$ cat src/rtl/inv_sub_bytes_iter.sv
// rtl/inv_sub_bytes_iter.sv - AES InvSubBytes over a 128-bit state, one 32-bit column per cycle.
// Define INV_SUB_BYTES_FAST_EN for a 16-lookup, single-step variant.
module inv_sub_bytes_iter (
    input  logic         clk,
    input  logic         rst_n,
    input  logic         in_valid,
    output logic         in_ready,
    input  logic [127:0] in_state,
    output logic         out_valid,
    input  logic         out_ready,
    output logic [127:0] out_state,
    output logic         busy
);

    typedef enum logic [1:0] {IDLE, BUSY, DONE} state_t;

    state_t       state_q, state_d;
    logic [1:0]   col_q, col_d;
    logic [127:0] in_q, in_d;
    logic [127:0] res_q, res_d;
    logic         in_ready_q, in_ready_d;
    logic         out_valid_q, out_valid_d;
    logic         busy_q, busy_d;

    function automatic logic [7:0] xtime(input logic [7:0] a);
        return {a[6:0], 1'b0} ^ (a[7] ? 8'h1b : 8'h00);
    endfunction

    function automatic logic [7:0] gf_mul(input logic [7:0] a, input logic [7:0] b);
        logic [7:0] p;
        logic [7:0] aa;
        p  = 8'h00;
        aa = a;
        for (int i = 0; i < 8; i++) begin
            if (b[i]) p = p ^ aa;
            aa = xtime(aa);
        end
        return p;
    endfunction

    // a^254 is the multiplicative inverse in GF(2^8) and maps 0 to 0.
    function automatic logic [7:0] gf_inv(input logic [7:0] a);
        logic [7:0] r;
        logic [7:0] p;
        r = 8'h01;
        p = a;
        for (int i = 0; i < 8; i++) begin
            if (i != 0) r = gf_mul(r, p);
            p = gf_mul(p, p);
        end
        return r;
    endfunction

    function automatic logic [7:0] inv_sbox(input logic [7:0] b);
        logic [7:0] s;
        s = {b[6:0], b[7]} ^ {b[4:0], b[7:5]} ^ {b[1:0], b[7:2]} ^ 8'h05;
        return gf_inv(s);
    endfunction

`ifdef INV_SUB_BYTES_FAST_EN
    logic [127:0] full_out;

    for (genvar g = 0; g < 16; g++) begin : g_lut
        assign full_out[127-8*g -: 8] = inv_sbox(in_state[127-8*g -: 8]);
    end
`else
    logic [31:0] col_in;
    logic [31:0] col_out;

    always_comb begin
        col_in = in_q[127:96];
        case (col_q)
            2'd0:    col_in = in_q[127:96];
            2'd1:    col_in = in_q[95:64];
            2'd2:    col_in = in_q[63:32];
            default: col_in = in_q[31:0];
        endcase
    end

    for (genvar g = 0; g < 4; g++) begin : g_lut
        assign col_out[31-8*g -: 8] = inv_sbox(col_in[31-8*g -: 8]);
    end
`endif

    always_comb begin
        state_d = state_q;
        col_d   = col_q;
        in_d    = in_q;
        res_d   = res_q;
        case (state_q)
            IDLE: begin
                if (in_valid) begin
                    in_d  = in_state;
                    col_d = 2'd0;
`ifdef INV_SUB_BYTES_FAST_EN
                    res_d   = full_out;
                    state_d = DONE;
`else
                    state_d = BUSY;
`endif
                end
            end
            BUSY: begin
`ifdef INV_SUB_BYTES_FAST_EN
                state_d = DONE;
`else
                case (col_q)
                    2'd0:    res_d[127:96] = col_out;
                    2'd1:    res_d[95:64]  = col_out;
                    2'd2:    res_d[63:32]  = col_out;
                    default: res_d[31:0]   = col_out;
                endcase
                col_d = col_q + 2'd1;
                if (col_q == 2'd3) state_d = DONE;
`endif
            end
            DONE: begin
                if (out_ready) state_d = IDLE;
            end
            default: state_d = IDLE;
        endcase
        // Handshake outputs are registered from the next state so they stay low in reset.
        in_ready_d  = (state_d == IDLE);
        out_valid_d = (state_d == DONE);
        busy_d      = (state_d != IDLE);
    end

    always_ff @(posedge clk or negedge rst_n) begin
        if (!rst_n) begin
            state_q     <= IDLE;
            col_q       <= 2'd0;
            in_q        <= 128'h0;
            res_q       <= 128'h0;
            in_ready_q  <= 1'b0;
            out_valid_q <= 1'b0;
            busy_q      <= 1'b0;
        end else begin
            state_q     <= state_d;
            col_q       <= col_d;
            in_q        <= in_d;
            res_q       <= res_d;
            in_ready_q  <= in_ready_d;
            out_valid_q <= out_valid_d;
            busy_q      <= busy_d;
        end
    end

    assign in_ready  = in_ready_q;
    assign out_valid = out_valid_q;
    assign busy      = busy_q;
    assign out_state = res_q;

endmodule

$ cat config.mk
export PLATFORM = sky130hd
export DESIGN_NAME = inv_sub_bytes_iter
export DESIGN_NICKNAME = d
export VERILOG_FILES = /design/src/rtl/inv_sub_bytes_iter.sv
export SDC_FILE = /design/constraint.sdc
export NUM_CORES = 2
export LEC_CHECK = 0
export CORE_MARGIN = 3
export CORE_UTILIZATION = 30
export DETAILED_ROUTE_END_ITERATION = 12
export MAX_ROUTING_LAYER = met4
export PLACE_DENSITY = 0.52
export SETUP_SLACK_MARGIN = 0.2
export SYNTH_ARGS = -nofsm -noshare
export SYNTH_HDL_FRONTEND = slang
export SYNTH_SLANG_ARGS = --single-unit
$ cat constraint.sdc
create_clock -name clk -period 31.4 [get_ports clk]
set_input_delay 6.28 -clock clk [delete_from_list [all_inputs] [get_ports clk]]
set_output_delay 6.28 -clock clk [all_outputs]
set_load 0.05 [all_outputs]
==> results.cfg <==
[run_status]
status = complete, no violations

[floorplanning]
core_area_um2 = 235900
die_area_um2 = 243500
die_x_um = 493.5
initial_core_util = 0.3022
fp.dieH_um = 493.5
rows = 178
io_pins = 263

[final_layout]
areaGrowthSynthToFinish_pct = 10.12
design_area_um2 = 78500
multiInputGateArea_um2 = 61790
regArea_um2 = 6581
num-fill-cells = 24750
layout-drive-gt1-share = 0.1005
nets = 9429

[setup_path]
cpMostUsedCell = xnor2_1
arrival_ns = 22.43
crit_path_start_kind = register
end_kind = register
path_buf_inv = 10
cp_top_family = compound AO/OA/AOI/OAI gates
slowest_delay_ns = 1.01
slowest_stage = a222oi_1
cp_max_fo = 25
path_class = register to register
cp_data_required_time_ns = 31.84

[timing]
fmax_mhz = 45.47
fin_tns_setup_ns = 0
maxSlewViolCount = 0
final-setup-viol-count = 0
post-route-period-util = 0.7005
rsz0062_at_grt = no
worst_pin_slew_ns = 1.294
worst_slew_margin_rel = 0.1309
timing.final.ws_setup_ns = 9.405
min_period_ns = 21.99
hold_viol = 0
finClkSkew_ns = 0.01896

[yosys]
synthArstFlopShare = 1.000
synth_top_flop_cell = dfrtp_1
ys_types = 132
synth_xor_area_frac = 0.4078
synth_top_family_by_area = XOR/XNOR gates
muxShareOfSynthArea = 0.06916
syn-cell-area_um2 = 71280
ys_warn_count = 0
synth-compound-area-share = 0.1864
synth_top_area_frac = 0.2169
synth-simple-area-share = 0.1906
netlist_top_cells_count = 1765 x xnor2_1, 1319 x nor2_1, 912 x nand2_1
yosysTopAreaCell = xnor2_1
avgSynthCellArea_um2 = 7.645
syn_nets = 9488
ys_ff_latch = 263
synth-seq-area-share = 0.09232
synth_fa_ha_area_frac = 0.006319
post-synth-top-count-cell = xnor2_1
synth_edf_count = 0
syn_inst = 9324
synth_area_leaders = xnor2_1 22%, dfrtp_1 9.2%, nor2_1 6.9%

[job]
max_cap_violations = 0

[global_route]
grt_overflow = 0
first_global_vias = 64020
grt_pass1_wl_um = 366300
grtUsageMet2 = 0.3165
grt-busiest-layer = met2
met1_usage = 0.2448
grt_antenna_before_repair = 3
grt_max_degree = 94
gr-usage-all-layers = 0.1847
grt.met3_usage = 0.004905

[drt]
num_vias = 66390
drc = 0
routed_wl_um = 228500
firstDrtPassIters = 9
drt_iter0_drc = 6045
antenna_left = 0
wl_per_cell_um = 18.37
via_per_inst = 5.338

[clock_network]
path_clk_slew_ns = 0.06
cts_tree = done
hold_buffers = 0
cts_setup_buffers = 0
root_buffer = clkbuf_16
cts_max_path_buffers = 3
cts-resized-gates = 0
htree_levels = 1
numClockSinks = 263
numCtsBuffers = 28
clock_latency_ns = 0.59

[placement]
gp_congestion = 0.8923
numPortBuffers = 262
dpl_worst_slack_ns = 9.640
detailed_place_hpwl_um = 168900
placed_area_um2 = 77530

[hold_path]
min_path_type = register to register
[worst register-to-register path: cells and delay by family (launching register included)]
family | cells | cell delay (ns)
AOI/OAI and AO/OA | 23 | 7.10
buffers and inverters | 10 | 3.19
xor gates and xnor gates | 17 | 5.79
DFF | 1 | 0.42
muxes | 2 | 0.48
and+or+nand+nor | 10 | 2.35
adders and majority gates | 5 | 2.58
[layout make-up]
class,instances,share of cell area
multi-input combinational,8301,0.7871
sequential,263,0.08384
timing repair buffer,540,0.06006
antenna,2,0.00006376
clock buffer,38,0.01031
tap,3150,0.05021
inverter,131,0.006376
clock inverter,13,0.002024
[worst paths after layout]
kind	cells after the start	slack (ns)	end	startpoint
worst max-delay path	67	9.41	out_state[12]	col_q[0]
worst min-delay path	2	0.48	out_state[18]	out_state[18]
worst max register to register	67	9.41	out_state[12]	col_q[0]
worst min register to register	2	0.48	out_state[18]	out_state[18]
max in group asynchronous	3	23.66	out_state[33]	rst_n
min in group asynchronous	1	5.64	in_q[48]	rst_n
[flip-flops by register name (all words and copies together), names as in the netlist]
name	count
busy	1
in_ready	1
out_state	128
out_valid	1
in_q	128
col_q	2
state_q	2
[placed cells by master (no fill, tap or decap), drive strengths merged, types with 261 or more instances in the layout]
master,Yosys,final
xnor2,1930,1930
nor2,1335,1335
nand2,915,915
o21ai,554,554
xor2,488,488
a21oi,437,437
buf,244,279
mux2i,272,272
dfrtp,263,263
clkdlybuf4s50,0,261
[metrics by stage]
stage | hold WS, ns | utilization | instances
floorplan | 0.4796 | - | 9324
global placement | 0.4626 | 0.3287 | 12390
detailed placement | 0.4697 | 0.3287 | 12390
CTS | 0.4835 | 0.3328 | 12440
global route | 0.5057 | 0.3328 | 12440
finish | 0.4805 | 0.3328 | 12440
[logic make-up (layout without fill, tap and decap cells)]
logic type                 after synthesis  count (layout)
adders and majority gates               37              37
AOI/OAI and AO/OA                     2018            2018
muxes                                  458             458
buffers and inverters                  760             722
xor gates and xnor gates              2666            2666
other                                    0               2
DFF                                    263             263
and+or+nand+nor                       3122            3122
[per-layer routing]
layer  share of wire  wire length, µm
met1            0.46           104600
met2            0.49           111600
met3           0.037             8373
met4           0.017             3866
met5               0                0
Power is left out: the tool's default activity adds up to more than one toggle a clock period on the data nets, which glitch-free logic cannot reach.
